## src/rtl/bus_arbiter.sv

```systemverilog
// Slot-based memory bus arbiter: one reserved CPU slot per eight-slot frame,
// remaining slots serve a single outstanding SPI-originated transaction.
module bus_arbiter #(
  parameter logic [2:0] CPU_SLOT = 3'd7
) (
  input  logic        clk_sys_i,
  input  logic        reset_i,
  input  logic        clk_setup_i,
  input  logic        clk_enable_i,
  input  logic        clk_disable_i,
  input  logic [15:0] cpu_addr_i,
  input  logic        cpu_we_i,
  input  logic        spi_req_i,
  input  logic [15:0] spi_addr_i,
  input  logic        spi_we_i,
  input  logic [7:0]  spi_wr_data_i,
  input  logic [7:0]  bus_data_i,
  output logic [15:0] bus_addr_o,
  output logic [7:0]  bus_data_o,
  output logic        bus_data_oe_o,
  output logic        ram_oe_o,
  output logic        ram_we_o,
  output logic        cpu_owner_o,
  output logic        spi_busy_o,
  output logic        spi_ack_o,
  output logic [7:0]  spi_rd_data_o
);

  typedef enum logic [1:0] {
    S_IDLE,
    S_SETUP,
    S_ACTIVE
  } state_t;

  typedef enum logic [1:0] {
    OWN_NONE,
    OWN_CPU,
    OWN_SPI
  } own_t;

  state_t      state_q, state_d;
  own_t        own_q, own_d;
  logic [2:0]  slot_q, slot_d;
  logic [2:0]  nxt_slot;
  logic        we_q, we_d;
  logic        fin_q, fin_d;
  logic        pend_q, pend_d;
  logic [15:0] sa_q, sa_d;
  logic        swe_q, swe_d;
  logic [7:0]  sdat_q, sdat_d;
  logic [15:0] addr_q, addr_d;
  logic [7:0]  bdat_q, bdat_d;
  logic        doe_q, doe_d;
  logic        oe_q, oe_d;
  logic        rwe_q, rwe_d;
  logic        ack_q, ack_d;
  logic [7:0]  rd_q, rd_d;

  always_ff @(posedge clk_sys_i) begin
    if (reset_i) begin
      state_q <= S_IDLE;
      own_q   <= OWN_NONE;
      slot_q  <= 3'd0;
      we_q    <= 1'b0;
      fin_q   <= 1'b0;
      pend_q  <= 1'b0;
      sa_q    <= 16'h0000;
      swe_q   <= 1'b0;
      sdat_q  <= 8'h00;
      addr_q  <= 16'h0000;
      bdat_q  <= 8'h00;
      doe_q   <= 1'b0;
      oe_q    <= 1'b0;
      rwe_q   <= 1'b0;
      ack_q   <= 1'b0;
      rd_q    <= 8'h00;
    end else begin
      state_q <= state_d;
      own_q   <= own_d;
      slot_q  <= slot_d;
      we_q    <= we_d;
      fin_q   <= fin_d;
      pend_q  <= pend_d;
      sa_q    <= sa_d;
      swe_q   <= swe_d;
      sdat_q  <= sdat_d;
      addr_q  <= addr_d;
      bdat_q  <= bdat_d;
      doe_q   <= doe_d;
      oe_q    <= oe_d;
      rwe_q   <= rwe_d;
      ack_q   <= ack_d;
      rd_q    <= rd_d;
    end
  end

  always_comb begin
    state_d  = state_q;
    own_d    = own_q;
    slot_d   = slot_q;
    we_d     = we_q;
    fin_d    = 1'b0;
    pend_d   = pend_q;
    sa_d     = sa_q;
    swe_d    = swe_q;
    sdat_d   = sdat_q;
    addr_d   = addr_q;
    bdat_d   = bdat_q;
    doe_d    = doe_q;
    oe_d     = oe_q;
    rwe_d    = rwe_q;
    ack_d    = 1'b0;
    rd_d     = rd_q;
    nxt_slot = slot_q + 3'd1;

    if (spi_req_i && !pend_q) begin
      pend_d = 1'b1;
      sa_d   = spi_addr_i;
      swe_d  = spi_we_i;
      sdat_d = spi_wr_data_i;
    end

    if (clk_setup_i) begin
      slot_d = nxt_slot;
    end

    // Strobes and write data are held one clock past disable.
    if (fin_q) begin
      own_d  = OWN_NONE;
      oe_d   = 1'b0;
      rwe_d  = 1'b0;
      doe_d  = 1'b0;
      bdat_d = 8'h00;
    end

    unique case (state_q)
      S_IDLE: begin
        if (clk_setup_i) begin
          state_d = S_SETUP;
          if (nxt_slot == CPU_SLOT) begin
            own_d  = OWN_CPU;
            addr_d = cpu_addr_i;
            we_d   = cpu_we_i;
          end else if (pend_q) begin
            own_d  = OWN_SPI;
            addr_d = sa_q;
            we_d   = swe_q;
            doe_d  = swe_q;
            bdat_d = swe_q ? sdat_q : 8'h00;
          end else begin
            own_d = OWN_NONE;
            we_d  = 1'b0;
          end
        end
      end
      S_SETUP: begin
        if (clk_enable_i) begin
          state_d = S_ACTIVE;
          if (own_q != OWN_NONE) begin
            rwe_d = we_q;
            oe_d  = !we_q;
          end
        end
      end
      S_ACTIVE: begin
        if (clk_disable_i) begin
          state_d = S_IDLE;
          fin_d   = 1'b1;
          if (own_q == OWN_SPI) begin
            ack_d  = 1'b1;
            pend_d = 1'b0;
            if (!we_q) begin
              rd_d = bus_data_i;
            end
          end
        end
      end
      default: state_d = S_IDLE;
    endcase
  end

  assign bus_addr_o    = addr_q;
  assign bus_data_o    = bdat_q;
  assign bus_data_oe_o = doe_q;
  assign ram_oe_o      = oe_q;
  assign ram_we_o      = rwe_q;
  assign cpu_owner_o   = (own_q == OWN_CPU);
  assign spi_busy_o    = pend_q | ack_q;
  assign spi_ack_o     = ack_q;
  assign spi_rd_data_o = rd_q;

endmodule

```

## config.mk

```make
export PLATFORM = sky130hd
export DESIGN_NAME = bus_arbiter
export DESIGN_NICKNAME = d
export VERILOG_FILES = /design/src/rtl/bus_arbiter.sv
export SDC_FILE = /design/constraint.sdc
export NUM_CORES = 1
export LEC_CHECK = 0
export ABC_AREA = 1
export CAP_MARGIN = 20
export CORE_MARGIN = 2
export CORE_UTILIZATION = 35
export DETAILED_ROUTE_END_ITERATION = 6
export GPL_TIMING_DRIVEN = 0
export PLACE_DENSITY_LB_ADDON = 0.12
export SKIP_LAST_GASP = 1
export SLEW_MARGIN = 40
export SYNTH_ARGS = -nofsm -noshare
export SYNTH_HDL_FRONTEND = slang
export SYNTH_SLANG_ARGS = --single-unit
```

## constraint.sdc

```tcl
create_clock -name clk_sys_i -period 1.4 [get_ports clk_sys_i]
set_input_delay 0.21 -clock clk_sys_i [delete_from_list [all_inputs] [get_ports clk_sys_i]]
set_output_delay 0.21 -clock clk_sys_i [all_outputs]
set_load 0.03 [all_outputs]
```

==> Flow_metrics.wiki <==
{| class="wikitable"
! Metric !! Value
|-
| Post-synthesis area per instance || 6.92 um2
|-
| Routed len/inst || 12.9 um
|-
| Number of iterations in the first detailed-routing pass || 4
|-
| Number of maximum-capacitance violations || 0
|-
| Area taken by multi-input logic gates || 1600 um2
|-
| Antenna diode count || 0
|-
| Antenna Nets Post-Route || 0
|-
| Clock transition at the register clock pins on the worst setup and hold paths after CTS || 70 ps
|-
| Critical Path Fanout Max || 5
|-
| Distinct cells, synth || 28
|-
| Max Transition Viols Final || 0
|-
| Upper clock frequency limit || 713 MHz
|-
| CTS HTree Levels || 3
|-
| Number of global-route vias before repair || 3050
|-
| Commonest non-fill, non-tap cells in the layout || nand2_1 (102), nor2_1 (93), dfxtp_1 (68)
|-
| Result of the run || complete, but fails checks
|-
| Violated checks || negative setup slack
|-
| Total congestion overflow after global routing || 0
|-
| Share of post-route cells with drive strength above 1 || 15.9%
|-
| Maximum number of pins on one net before global-route repair || 14
|-
| Data arrival time of the worst path || 1190 ps
|-
| Synth Warn # || 0
|-
| Final critical-path required period || 1400 ps
|-
| Number of vias per cell after detailed routing || 4.71
|-
| Gate count after technology mapping || 464
|-
| CP required || 1190 ps
|-
| Power per Cell Area || 1010 nW/um2
|-
| Wirelength, routed || 8960 um
|-
| Skew-Pair Late Insertion Delay || 350 ps
|-
| Register cell area after layout || 1430 um2
|-
| Worst reg-to-reg setup slack || 40 ps
|-
| Element type at the critical path start || register
|-
| Effective utilization at floorplan || 36.5%
|-
| Max Root-Sink Buffers || 2
|-
| Unrepaired setup endpoints after global routing || yes
|-
| Hold Violations, Final || 0
|-
| Clock buffers created by TritonCTS || 9
|-
| #FFs+latches synth || 71
|-
| Filler Cell Count || 891
|-
| Half-perimeter wire length after placement || 6410 um
|-
| Worst path setup slack after routing || -3.20 ps
|-
| Number of ports placed on the die boundary || 94
|-
| Pleak || 2.23 nW
|-
| Sinks on the clock net || 71
|-
| Worst ir drop on vdd || 496 uV
|-
| Gp weighted congestion || 0.847
|-
| Final Total Pwr || 4.73 mW
|-
| Setup violations, final || 1
|-
| Transition at the pin with the smallest max-transition slack || 530 ps
|-
| Die boundary width || 99.8 um
|-
| Clk Tree Root Cell || clkbuf_8
|-
| Port-buffer cells || 93
|-
| Final Net Count || 637
|-
| Maximum clock skew at final layout || 11.8 ps
|-
| Die area || 9960 um2
|-
| Net count of the mapped netlist || 522
|-
| Portion of the clock cycle consumed by the worst path in the final layout || 100%
|-
| Class of the tightest hold or removal check || input pin to register
|-
| First-pass GRT wire length || 14500 um
|-
| Number of antenna violations at the first check in global routing || 0
|-
| Remaining design rule violation count || 0
|-
| CTS tree || built
|-
| P&R area growth vs syn || 46.3%
|-
| Rel. slew slack || 64.7%
|-
| Overall routing resource usage || 18.5%
|-
| Std-Cell Rows || 34
|-
| Die span in y || 99.8 um
|-
| Summed instance area of the synthesized netlist || 3210 um2
|-
| Number of vias in the routed layout || 3261
|-
| Kind of end point of the critical path || output port
|-
| Initial DRC count || 113
|-
| Worst Path Class, Setup || register to output port
|-
| Setup WS pre-CTS || -417 ps
|-
| Most frequent standard cell in the layout excluding fill and tap cells || nand2_1
|-
| Proportion of synthesized chip area in sequential cells || 44.3%
|-
| Number of hold buffers added after CTS || 0
|-
| CORE AREA || 8810 um2
|}
-- Yosys cell counts --
library cell / n / share of area [%]
ha_1: 2 / 0.78
nand2_2: 3 / 0.58
o21ai_0: 27 / 4.2
nor2_1: 103 / 12
nor3_1: 1 / 0.16
a22oi_1: 1 / 0.23
nand2_1: 106 / 12
inv_1: 38 / 4.4
nand3_4: 1 / 0.55
a21oi_1: 25 / 3.9
clkinv_1: 1 / 0.12
clkbuf_8: 1 / 0.43
buf_6: 2 / 0.70
nand2_4: 3 / 1.1
nor2_4: 1 / 0.35
inv_2: 5 / 0.58
nor2_2: 1 / 0.19
o21ai_1: 4 / 0.62
buf_4: 1 / 0.23
nand3_2: 10 / 3.1
dfxtp_1: 71 / 44
or2_2: 1 / 0.19
buf_1: 1 / 0.12
buf_2: 7 / 1.1
nor2_8: 1 / 0.62
nand4_1: 1 / 0.19
nand3_1: 37 / 5.8
clkbuf_1: 9 / 1.1
-- cells by family after synthesis --
kind of cell	Yosys count	synth area share, %
flip-flops	71	44.3
buffers and inverters	65	8.77
adder cells (fa/ha/maj)	2	0.779
AO/OA/AOI/OAI	57	8.96
AND/OR/NAND/NOR	269	37.2
-- metal layers --
metal / vias up / GRT usage [%] / wire [um]
li1: 1692 / - / -
met1: 1474 / 24.3 / 4190
met2: 85 / 30.3 / 4160
met3: 10 / 4.46 / 484
met4: 0 / 5.69 / 122
met5: - / 0 / 0
-- registers in the layout, summed over array words and instances, names as in the netlist, 2 cells and up --
| signal | flops |
|---|---|
| own_q | 2 |
| bus_data_o | 8 |
| slot_q | 3 |
| spi_rd_data_o | 8 |
| state_q | 2 |
| sa_q | 16 |
| sdat_q | 8 |
| bus_addr_o | 16 |
-- metrics by stage --
stage	hold WS, ps	cells	setup TNS (ps)	util [%]	cell area [um2]
after floorplan	279	464	0	-	3210
after global placement	449	665	-16110	48.6	4280
after detailed placement	451	665	-17110	48.6	4280
after CTS	424	685	-184	51.3	4520
after global routing	187	692	-162	53.3	4700
final	187	692	-3.20	53.3	4700
-- worst max-delay path: stages (launching register included) --
cell      delay (ps)
dfxtp_2          370
or2_2            300
clkbuf_2         180
-- final timing paths --
kind / start / depth (start not counted) / endpoint
setup / recovery: pend_q / 2 / spi_busy_o
hold / removal: clk_setup_i / 2 / slot_q[1]
setup reg to reg: slot_q[1] / 8 / bus_addr_o[7]
hold reg to reg: ram_we_o / 2 / ram_we_o
-- power by group --
part	switching, mW	internal (mW)	total [mW]
Clock	0.818	0.832	1.65
Combinational	0.492	0.392	0.883
Sequential	0.0662	2.13	2.20
Total	1.38	3.36	4.73
-- cell type report --
class / instances / share of cell area [%]
multi-input cells: 328 / 34.0
clock inverters: 6 / 1.52
inverters: 44 / 3.57
clock buffers: 10 / 2.72
repair buffers: 104 / 21.5
well taps: 108 / 2.88
plain buffers: 21 / 3.44
flip-flops and latches: 71 / 30.4
-- what timing repair did --
item,in CTS,in global routing
pin swaps,2,19
setup endpoints to repair,91,59
gates cloned,1,1
gates resized for setup,60,41
setup buffers,3,6
No activity file was read; power rests on OpenSTA's default activity.
